`config.mk`:
```
export PLATFORM = sky130hd
export DESIGN_NAME = ucsbece154b_bpred_gshare_ras
export DESIGN_NICKNAME = d
export VERILOG_FILES = /design/src/rtl/ucsbece154b_bpred_gshare_ras.sv
export SDC_FILE = /design/constraint.sdc
export NUM_CORES = 2
export LEC_CHECK = 0
export CAP_MARGIN = 20
export CORE_MARGIN = 1.5
export CORE_UTILIZATION = 40
export DETAILED_ROUTE_END_ITERATION = 10
export GPL_TIMING_DRIVEN = 0
export HOLD_SLACK_MARGIN = 0.12
export SLEW_MARGIN = 20
export SYNTH_ARGS = -nofsm -noshare
export SYNTH_HDL_FRONTEND = slang
export SYNTH_SLANG_ARGS = --single-unit
```
`constraint.sdc`:
```
create_clock -name clk -period 6.35 [get_ports clk]
set_input_delay 1.5875 -clock clk [delete_from_list [all_inputs] [get_ports clk]]
set_output_delay 1.5875 -clock clk [all_outputs]
set_load 0.05 [all_outputs]
```
`src/rtl/ucsbece154b_bpred_gshare_ras.sv`:
```
// rtl/ucsbece154b_bpred_gshare_ras.sv - gshare direction predictor with tagged BTB and return address stack
module ucsbece154b_bpred_gshare_ras #(
    parameter int NUM_BTB_ENTRIES = 32,
    parameter int NUM_GHR_BITS    = 5,
    parameter int CTR_BITS        = 2,
    parameter int TAG_BITS        = 16,
    parameter int RAS_DEPTH       = 8
) (
    input  logic                                                 clk,
    input  logic                                                 reset_ni,
    input  logic                                                 fetch_valid_i,
    input  logic [31:0]                                          pc_i,
    output logic                                                 predict_hit_o,
    output logic                                                 predict_taken_o,
    output logic [31:0]                                          predict_target_o,
    output logic [NUM_GHR_BITS-1:0]                              pred_ghr_o,
    output logic [$clog2(RAS_DEPTH)+$clog2(RAS_DEPTH+1)-1:0]     pred_ras_o,
    input  logic                                                 upd_valid_i,
    input  logic [31:0]                                          upd_pc_i,
    input  logic [31:0]                                          upd_target_i,
    input  logic [1:0]                                           upd_kind_i,
    input  logic                                                 upd_taken_i,
    input  logic                                                 upd_mispredict_i,
    input  logic [NUM_GHR_BITS-1:0]                              upd_ghr_i,
    input  logic [$clog2(RAS_DEPTH)+$clog2(RAS_DEPTH+1)-1:0]     upd_ras_i
);
    localparam int IDX         = $clog2(NUM_BTB_ENTRIES);
    localparam int RP          = $clog2(RAS_DEPTH);
    localparam int RC          = $clog2(RAS_DEPTH + 1);
    localparam int N           = NUM_GHR_BITS;
    localparam int PHT_ENTRIES = 1 << N;

    localparam logic [1:0] KIND_BR   = 2'b00;
    localparam logic [1:0] KIND_CALL = 2'b10;
    localparam logic [1:0] KIND_RET  = 2'b11;

    localparam logic [CTR_BITS-1:0] CTR_INIT = {1'b0, {(CTR_BITS-1){1'b1}}};
    localparam logic [CTR_BITS-1:0] CTR_MAX  = '1;
    localparam logic [RC-1:0]       RAS_FULL = RC'(RAS_DEPTH);

    logic [NUM_BTB_ENTRIES-1:0] btb_valid;
    logic [TAG_BITS-1:0]        btb_tag    [NUM_BTB_ENTRIES];
    logic [31:0]                btb_target [NUM_BTB_ENTRIES];
    logic [1:0]                 btb_kind   [NUM_BTB_ENTRIES];
    logic [CTR_BITS-1:0]        pht        [PHT_ENTRIES];
    logic [N-1:0]               ghr;
    logic [31:0]                ras_data   [RAS_DEPTH];
    logic [RP-1:0]              ras_ptr;
    logic [RC-1:0]              ras_cnt;

    // Fetch-side lookup
    logic [IDX-1:0]      look_idx;
    logic [TAG_BITS-1:0] look_tag;
    logic [N-1:0]        look_pht_idx;
    logic [1:0]          look_kind;
    logic [RP-1:0]       ras_ptr_dec;

    assign look_idx     = pc_i[IDX+1:2];
    assign look_tag     = pc_i[TAG_BITS+IDX+1:IDX+2];
    assign look_pht_idx = pc_i[N+1:2] ^ ghr;
    assign look_kind    = btb_kind[look_idx];
    assign ras_ptr_dec  = ras_ptr - RP'(1);

    assign predict_hit_o = btb_valid[look_idx] && (btb_tag[look_idx] == look_tag);
    assign pred_ghr_o    = ghr;
    assign pred_ras_o    = {ras_ptr, ras_cnt};

    always_comb begin
        predict_taken_o  = 1'b0;
        predict_target_o = 32'd0;
        if (predict_hit_o) begin
            predict_target_o = btb_target[look_idx];
            case (look_kind)
                KIND_BR:  predict_taken_o = pht[look_pht_idx][CTR_BITS-1];
                KIND_RET: begin
                    predict_taken_o = 1'b1;
                    if (ras_cnt != '0)
                        predict_target_o = ras_data[ras_ptr_dec];
                end
                default:  predict_taken_o = 1'b1;
            endcase
        end
    end

    // Execute-side training indices and checkpoint fields
    logic [IDX-1:0]      upd_idx;
    logic [TAG_BITS-1:0] upd_tag;
    logic [N-1:0]        upd_pht_idx;
    logic [CTR_BITS-1:0] upd_ctr_cur;
    logic [CTR_BITS-1:0] upd_ctr_next;
    logic [RP-1:0]       chk_ptr;
    logic [RC-1:0]       chk_cnt;

    assign upd_idx     = upd_pc_i[IDX+1:2];
    assign upd_tag     = upd_pc_i[TAG_BITS+IDX+1:IDX+2];
    assign upd_pht_idx = upd_pc_i[N+1:2] ^ upd_ghr_i;
    assign upd_ctr_cur = pht[upd_pht_idx];
    assign chk_ptr     = upd_ras_i[RP+RC-1:RC];
    assign chk_cnt     = upd_ras_i[RC-1:0];

    always_comb begin
        upd_ctr_next = upd_ctr_cur;
        if (upd_taken_i && (upd_ctr_cur != CTR_MAX))
            upd_ctr_next = upd_ctr_cur + CTR_BITS'(1);
        else if (!upd_taken_i && (upd_ctr_cur != '0))
            upd_ctr_next = upd_ctr_cur - CTR_BITS'(1);
    end

    // Speculative GHR/RAS next state; a repair overrides whatever fetch wanted to do
    logic          repair;
    logic          spec;
    logic [N-1:0]  ghr_next;
    logic [RP-1:0] ptr_next;
    logic [RC-1:0] cnt_next;
    logic          push;
    logic [RP-1:0] push_ptr;
    logic [31:0]   push_data;

    assign repair = upd_valid_i && upd_mispredict_i;
    assign spec   = fetch_valid_i && predict_hit_o && !repair;

    always_comb begin
        ghr_next  = ghr;
        ptr_next  = ras_ptr;
        cnt_next  = ras_cnt;
        push      = 1'b0;
        push_ptr  = ras_ptr;
        push_data = pc_i + 32'd4;
        if (repair) begin
            ghr_next = (upd_kind_i == KIND_BR) ? {upd_ghr_i[N-2:0], upd_taken_i} : upd_ghr_i;
            ptr_next = chk_ptr;
            cnt_next = chk_cnt;
            if (upd_kind_i == KIND_CALL) begin
                push      = 1'b1;
                push_ptr  = chk_ptr;
                push_data = upd_pc_i + 32'd4;
                ptr_next  = chk_ptr + RP'(1);
                cnt_next  = (chk_cnt == RAS_FULL) ? chk_cnt : chk_cnt + RC'(1);
            end else if ((upd_kind_i == KIND_RET) && (chk_cnt != '0)) begin
                ptr_next = chk_ptr - RP'(1);
                cnt_next = chk_cnt - RC'(1);
            end
        end else if (spec) begin
            case (look_kind)
                KIND_BR:   ghr_next = {ghr[N-2:0], predict_taken_o};
                KIND_CALL: begin
                    push     = 1'b1;
                    ptr_next = ras_ptr + RP'(1);
                    cnt_next = (ras_cnt == RAS_FULL) ? ras_cnt : ras_cnt + RC'(1);
                end
                KIND_RET: begin
                    if (ras_cnt != '0) begin
                        ptr_next = ras_ptr_dec;
                        cnt_next = ras_cnt - RC'(1);
                    end
                end
                default: ;
            endcase
        end
    end

    always_ff @(posedge clk or negedge reset_ni) begin
        if (!reset_ni) begin
            ghr       <= '0;
            ras_ptr   <= '0;
            ras_cnt   <= '0;
            btb_valid <= '0;
            for (int i = 0; i < PHT_ENTRIES; i++)
                pht[i] <= CTR_INIT;
        end else begin
            ghr     <= ghr_next;
            ras_ptr <= ptr_next;
            ras_cnt <= cnt_next;
            if (upd_valid_i) begin
                if (upd_kind_i == KIND_BR)
                    pht[upd_pht_idx] <= upd_ctr_next;
                if (upd_taken_i)
                    btb_valid[upd_idx] <= 1'b1;
            end
        end
    end

    // Payload storage carries no reset; validity alone qualifies it
    always_ff @(posedge clk) begin
        if (upd_valid_i && upd_taken_i) begin
            btb_tag[upd_idx]    <= upd_tag;
            btb_target[upd_idx] <= upd_target_i;
            btb_kind[upd_idx]   <= upd_kind_i;
        end
        if (push)
            ras_data[push_ptr] <= push_data;
    end

endmodule

```
== Word-level counts from Yosys, hierarchy flattened ==
Memory sizes are Yosys's and may differ from the RTL's.
Index checks and enable logic that the tools add are counted.
Widths: inputs -> output; s select.
Storage, ports and cells
  register bits after elaboration: 108
  memory bits (read-only): 0
  output and inout bits: 46
  memory bits (writable): 1856
  logic and storage cells: 148
  memories: 4
  latch bits: 0
Operators by class
  multipliers: 0
  bitwise gates (word level): 5
  div/mod/pow operators: 0
  mux-type cells: 50
  equal/unequal tests: 10
  shifts and indexed selects: 0
  order comparisons: 6
  reduce and logical (&&, ||, !) cells: 25
  add/sub/neg operators: 12
Memory list
  btb_target: words 32, width 32, read ports 1, clocked after memory_dff 0, wr ports 1, RTL line 43  | logic [31:0] btb_target [NUM_BTB_ENTRIES];
  btb_tag: words 32, width 16, read ports 1, clocked after memory_dff 0, wr ports 1, RTL line 42  | logic [TAG_BITS-1:0] btb_tag [NUM_BTB_ENTRIES];
  ras_data: words 8, width 32, read ports 1, clocked after memory_dff 0, wr ports 1, RTL line 47  | logic [31:0] ras_data [RAS_DEPTH];
  btb_kind: words 32, width 2, read ports 1, clocked after memory_dff 0, wr ports 1, RTL line 44  | logic [1:0] btb_kind [NUM_BTB_ENTRIES];
Operators with widths (number)
  $mux 32: 5
  $add 32x3->32 const B: 2
  $bwmux 64: 1
  $or 32x32->32: 1
  $mux 4: 7
  $mux 3: 7
  $bmux 2 s5: 2
  $mux 5: 4
  $eq 16x16->1: 1
  $mux 2: 7
  $ge 6x6->1 const B: 2
  $lt 5x6->1 const B: 2
  $mux 1: 12
  $not 5->6: 2
  $demux 2 s5: 1
  $logic_and 1x1->1: 10
  $xor 5x5->5: 2
  $add 4x1->4 const B: 2
  $eq 2x2->1 const B: 4
  $eq 4x4->1 const B: 2
  $pmux 4 s2: 1
  $reduce_bool 4->1: 2
  $sub 4x1->4 const B: 2
  $add 3x1->3 const B: 2
  other kinds (17): 25

== Logic depth before layout (Yosys ltp) ==
  depth in word-level cells: 10
  depth in mapped cells: 18

== Least setup slack after synthesis ==
No wires, ideal clock.
  kind: input -> output
  start: in pc_i[3]
  end: out predict_target_o[12]
  data required time: 4.762 ns
  path slack: -0.683 ns
  buffers on the path: 7
  arrival time: 5.446 ns
  cell stages on the path: 14
  cells stage by stage: buf_2 -> buf_4 -> buf_2 -> buf_2 -> buf_2 -> mux4_2 -> a22oi_1 -> o21ai_0 -> o221ai_1 -> o2111a_1 -> nand4_4 -> buf_2 -> buf_1 -> a311oi_1
On the way
  cells in the longest elaborated chain, start to end: 4
  elaborated cells on any way between the ends: 11
  classes of those cells: eq/ne: 2; mux: 5; reduce/logical: 1; memory: 3
RTL lines
  start, declared: RTL line 12  | input logic [31:0] pc_i,
  $mem_v2 32x16, or another cell as far along
  $eq 16x16->1, or another cell as far along: RTL line 64  | assign predict_hit_o = btb_valid[look_idx] && (btb_tag[look_idx] == look_tag);
  $logic_and 1x1->1 / $mux 32 (equally long branches): RTL line 64, 73
  $mux 32 (*): RTL line 71  | if (predict_hit_o) begin
  end, declared: RTL line 15  | output logic [31:0] predict_target_o,
Every way passes the cells marked *; elsewhere a longest branch is shown, timed or not. The select of a mux whose other input is x is not followed.

== Worst setup path in the final report ==
  start: in pc_i[2]
  end: out predict_target_o[1]
The elaborated chain is that of the path after synthesis.

==> metrics.md <==
| Metric | Value |
|---|---|
| Syn Inst Count | `~3,700` |
| Post-synth EDFFs | `1,856` |
| Grt ovf | `0` |
| GRT Resource Usage Total | `between 20% and 30%` |
| Critical path data arrival time | `about 5.3 ns` |
| Die area | `about 200,000 sq um` |
| FP Rows | `about 160` |
| Dpl ws | `-3.89 ns` |
| Root Driver | `clkbuf_16` |
| Htree depth | `4` |
| Post-DRT Antenna Nets | `0` |
| TritonRoute pass-1 iters | `6` |
| RSZ-0062 raised after global routing | `yes` |
| Fin crit period | `a little under 7 ns` |
| Buffers added on ports | `between 150 and 200` |
| Commonest non-fill, non-tap cell in the layout | `edfxtp_1` |
| FF/Latch Area | `about 60,000 sq um` |
| Fin worst setup slack | `-0.507 ns` |
| Global-route wire length before repair | `~320,000 um` |
| Layout Area Growth over Synthesis | `22.6%` |
| Wirelength per Cell | `around 33 um` |
| Non-filler cells, final | `7,108` |
| CTS Sinks | `between 1,500 and 2,000` |
| Crit Path Class | `in2out` |
| Leakage Power | `31.2 nW` |
| Count of different cell masters after synthesis | `approximately 80` |
| Slew Limit Headroom | `15.0%` |
| Clk buf depth | `3` |
| Die Y | `446 um` |
| Initial antenna violation count | `12` |
| Fin. max-slew vios | `0` |
| Routability Congestion | `roughly 0.9` |
| Fraction of registers with async set/reset | `between 5 and 6%` |
| Status | `complete, but fails checks` |
| Share of cells above drive strength 1 | `35.0%` |
| Max Freq | `0.146 GHz` |
| Placed Cells | `6,654` |
| Crit path launch type | `primary input` |
| Die W | `approximately 450 um` |
| Skew-Pair Late Insertion Delay | `0.84 ns` |
| CP Max Fanout | `8` |
| DP HPWL | `~160,000 um` |
| Vias in the first global route | `around 41,000` |
| Post-route setup TNS | `-11.63 ns` |
| Area of the multi-input gates | `~21,000 sq um` |
| Setup Skew | `0.0291 ns` |
| Final Hold Fails | `0` |
| Avg Inst Size Synth | `21.1 sq um` |
| Commonest cells after routing, fill and taps aside | `edfxtp_1 (1,856), mux4_2 (523), clkbuf_16 (207), nand2_1 (136), mux2i_1 (115)` |
| CTS clk-pin slew, worst paths | `roughly 0.06 ns` |
| Largest net degree at the start of global routing | `59` |
| Pwr dens | `between 200 and 300 nW/um^2` |
| Failing checks | `negative setup slack` |
| Syn Nets | `between 3,000 and 4,000` |
| Sequential area share after synthesis | `74.4%` |
| Hold bufs inserted after CTS | `0` |
| Initial core utilization | `40.3%` |
| Hold Crit Class | `reg2reg` |
| Number of synthesis warnings | `0` |
| Placed cell area | `a little under 90,000 sq um` |
| Via count | `41,638` |
| Mapped Area | `78,600 sq um` |
| #FFs+latches synth | `1,964` |
| Data required, critical path | `about 4.8 ns` |
| CP Capture Type | `output pin` |
| Top FF cell, synth | `edfxtp_1` |
| DRC viols | `0` |
| Core area | `195,000 sq um` |
| Endpoints failing setup | `33` |
| WHS | `roughly 0.47 ns` |
| Vias per inst | `roughly 6` |
| CTS buffer count | `around 190` |
| Final Cell Area | `slightly below 100,000 sq um` |
| IR drop worst, VDD | `roughly 0.26 mV` |
| Final Cycle Share | `108%` |
| Final net count | `approximately 4,500` |
| DRT iter0 DRCs | `approximately 5,400` |
| Maxcap violations | `0` |
| Clock tree from TritonCTS | `done` |
| Total Wirelength | `between 200,000 and 250,000 um` |
| Worst Max-Slew Pin Slew | `1.24 ns` |
| I/O Pins | `roughly 160` |
| Layout fillers | `around 16,000` |
[through the flow]
stage	util, %	total power, mW
6_report	49.4	28.1
5_1_grt	49.4	28.9
2_1_floorplan	-	16.1
3_5_place_dp	45.0	17.2
4_1_cts	49.1	28.2
3_3_place_gp	43.1	17.1
[layer usage]
metal	wire length [um]	track usage, %
met4	7010	6.92
met5	39	0
met2	111000	37.3
met1	94200	32.5
met3	19300	4.22
[report_power, final]
part | internal, mW | switching, mW | leakage (nW) | total [mW]
logic | 1.13 | 1.63 | 10.3 | 2.76
registers | 14.4 | 0.0814 | 18.0 | 14.5
clock network | 6.03 | 4.84 | 2.86 | 10.9
[kinds of logic (layout without fill, tap and decap cells)]
group | after synthesis | in the layout | synth area share, %
AOI/OAI and AO/OA | 248 | 248 | 2.33
xor gates and xnor gates | 91 | 91 | 1.01
adders and majority gates | 16 | 16 | 0.264
buffers and inverters | 228 | 977 | 1.39
DFF | 1964 | 1964 | 74.4
muxes | 723 | 723 | 17.7
other | 0 | 3 | 0
and+or+nand+nor | 462 | 462 | 2.92
[cell usage after synthesis (all sizes together), types with 3 or more instances]
cell,instances,area (sq um)
mux2i,125,1250
nand2,138,518
o21ba,4,40.0
a221oi,17,161
and4,3,26.3
or3b,3,26.3
buf,95,596
o221ai,18,164
ha,15,188
o31a,3,26.3
a21o,3,22.5
a2bb2oi,4,35.0
edfxtp,1856,55700
nand3,42,215
xnor2,53,464
nor2b,40,250
dfrtp,76,1900
mux2,73,822
a31oi,10,62.6
o31ai,3,22.5
o22ai,7,50.1
a311oi,32,280
xor2,38,333
nor3,13,70.1
nand2b,4,25.0
clkbuf,103,387
nand3b,5,37.5
nor4,3,40.0
nor2,114,428
inv,29,109
nand4,19,134
a221o,6,60.1
a22oi,15,113
a211oi,35,263
or3,6,37.5
or2,37,231
a22o,3,26.3
o21ai,43,215
and3,15,93.8
dfstp,32,841
a21oi,34,170
and2,12,75.1
mux4,525,11800
[final timing paths]
check,from,cells past startpoint,slack (ns),endpoint
setup / recovery,pc_i[2],19,-0.51,predict_target_o[1]
hold / removal,btb_valid[26],1,0.47,btb_valid[26]
setup reg to reg,btb_tag[5][12],12,1.83,ras_data[5][25]
hold reg to reg,btb_valid[26],1,0.47,btb_valid[26]
max in group asynchronous,reset_ni,2,4.89,pht[46]
min in group asynchronous,reset_ni,1,0.74,ras_ptr[1]
[layout make-up]
class | count | area share [%]
antenna | 3 | 0.00779
buffer | 193 | 1.93
clock buffer | 251 | 5.35
clock inverter | 97 | 0.785
inverter | 30 | 0.118
multi-input combinational | 1540 | 21.4
sequential | 1964 | 60.7
tap | 2624 | 3.41
timing repair buffer | 406 | 6.32
[state kept, by name (all words and copies together), names as in the netlist]
register	count
pht	64
pred_ghr_o	5
ras_cnt	4
btb_kind	64
ras_data	256
btb_tag	512
ras_ptr	3
btb_valid	32
btb_target	1024
[worst max-delay path, cell delays in order]
cell and delay (ns):
buf_12 0.11, buf_12 0.14, buf_16 0.15, buf_12 0.15, buf_12 0.14, buf_12 0.15, mux2i_2 0.25, a22oi_2 0.11
nand4_1 0.12, nand4_1 0.32, xor2_2 0.27, and4bb_2 0.38, nand4_4 0.16, buf_12 0.20, buf_4 0.16, buf_4 0.13
buf_6 0.12, a311oi_4 0.36, buf_6 0.22
[repair_timing]
action,CTS,global route
setup buffers,59,32
endpoints found under the setup margin,290,64
hold endpoints to repair,0,0
pin swaps,51,33
gates cloned,11,4
gates resized for setup,599,72
Power figures use the tool's default switching activity.
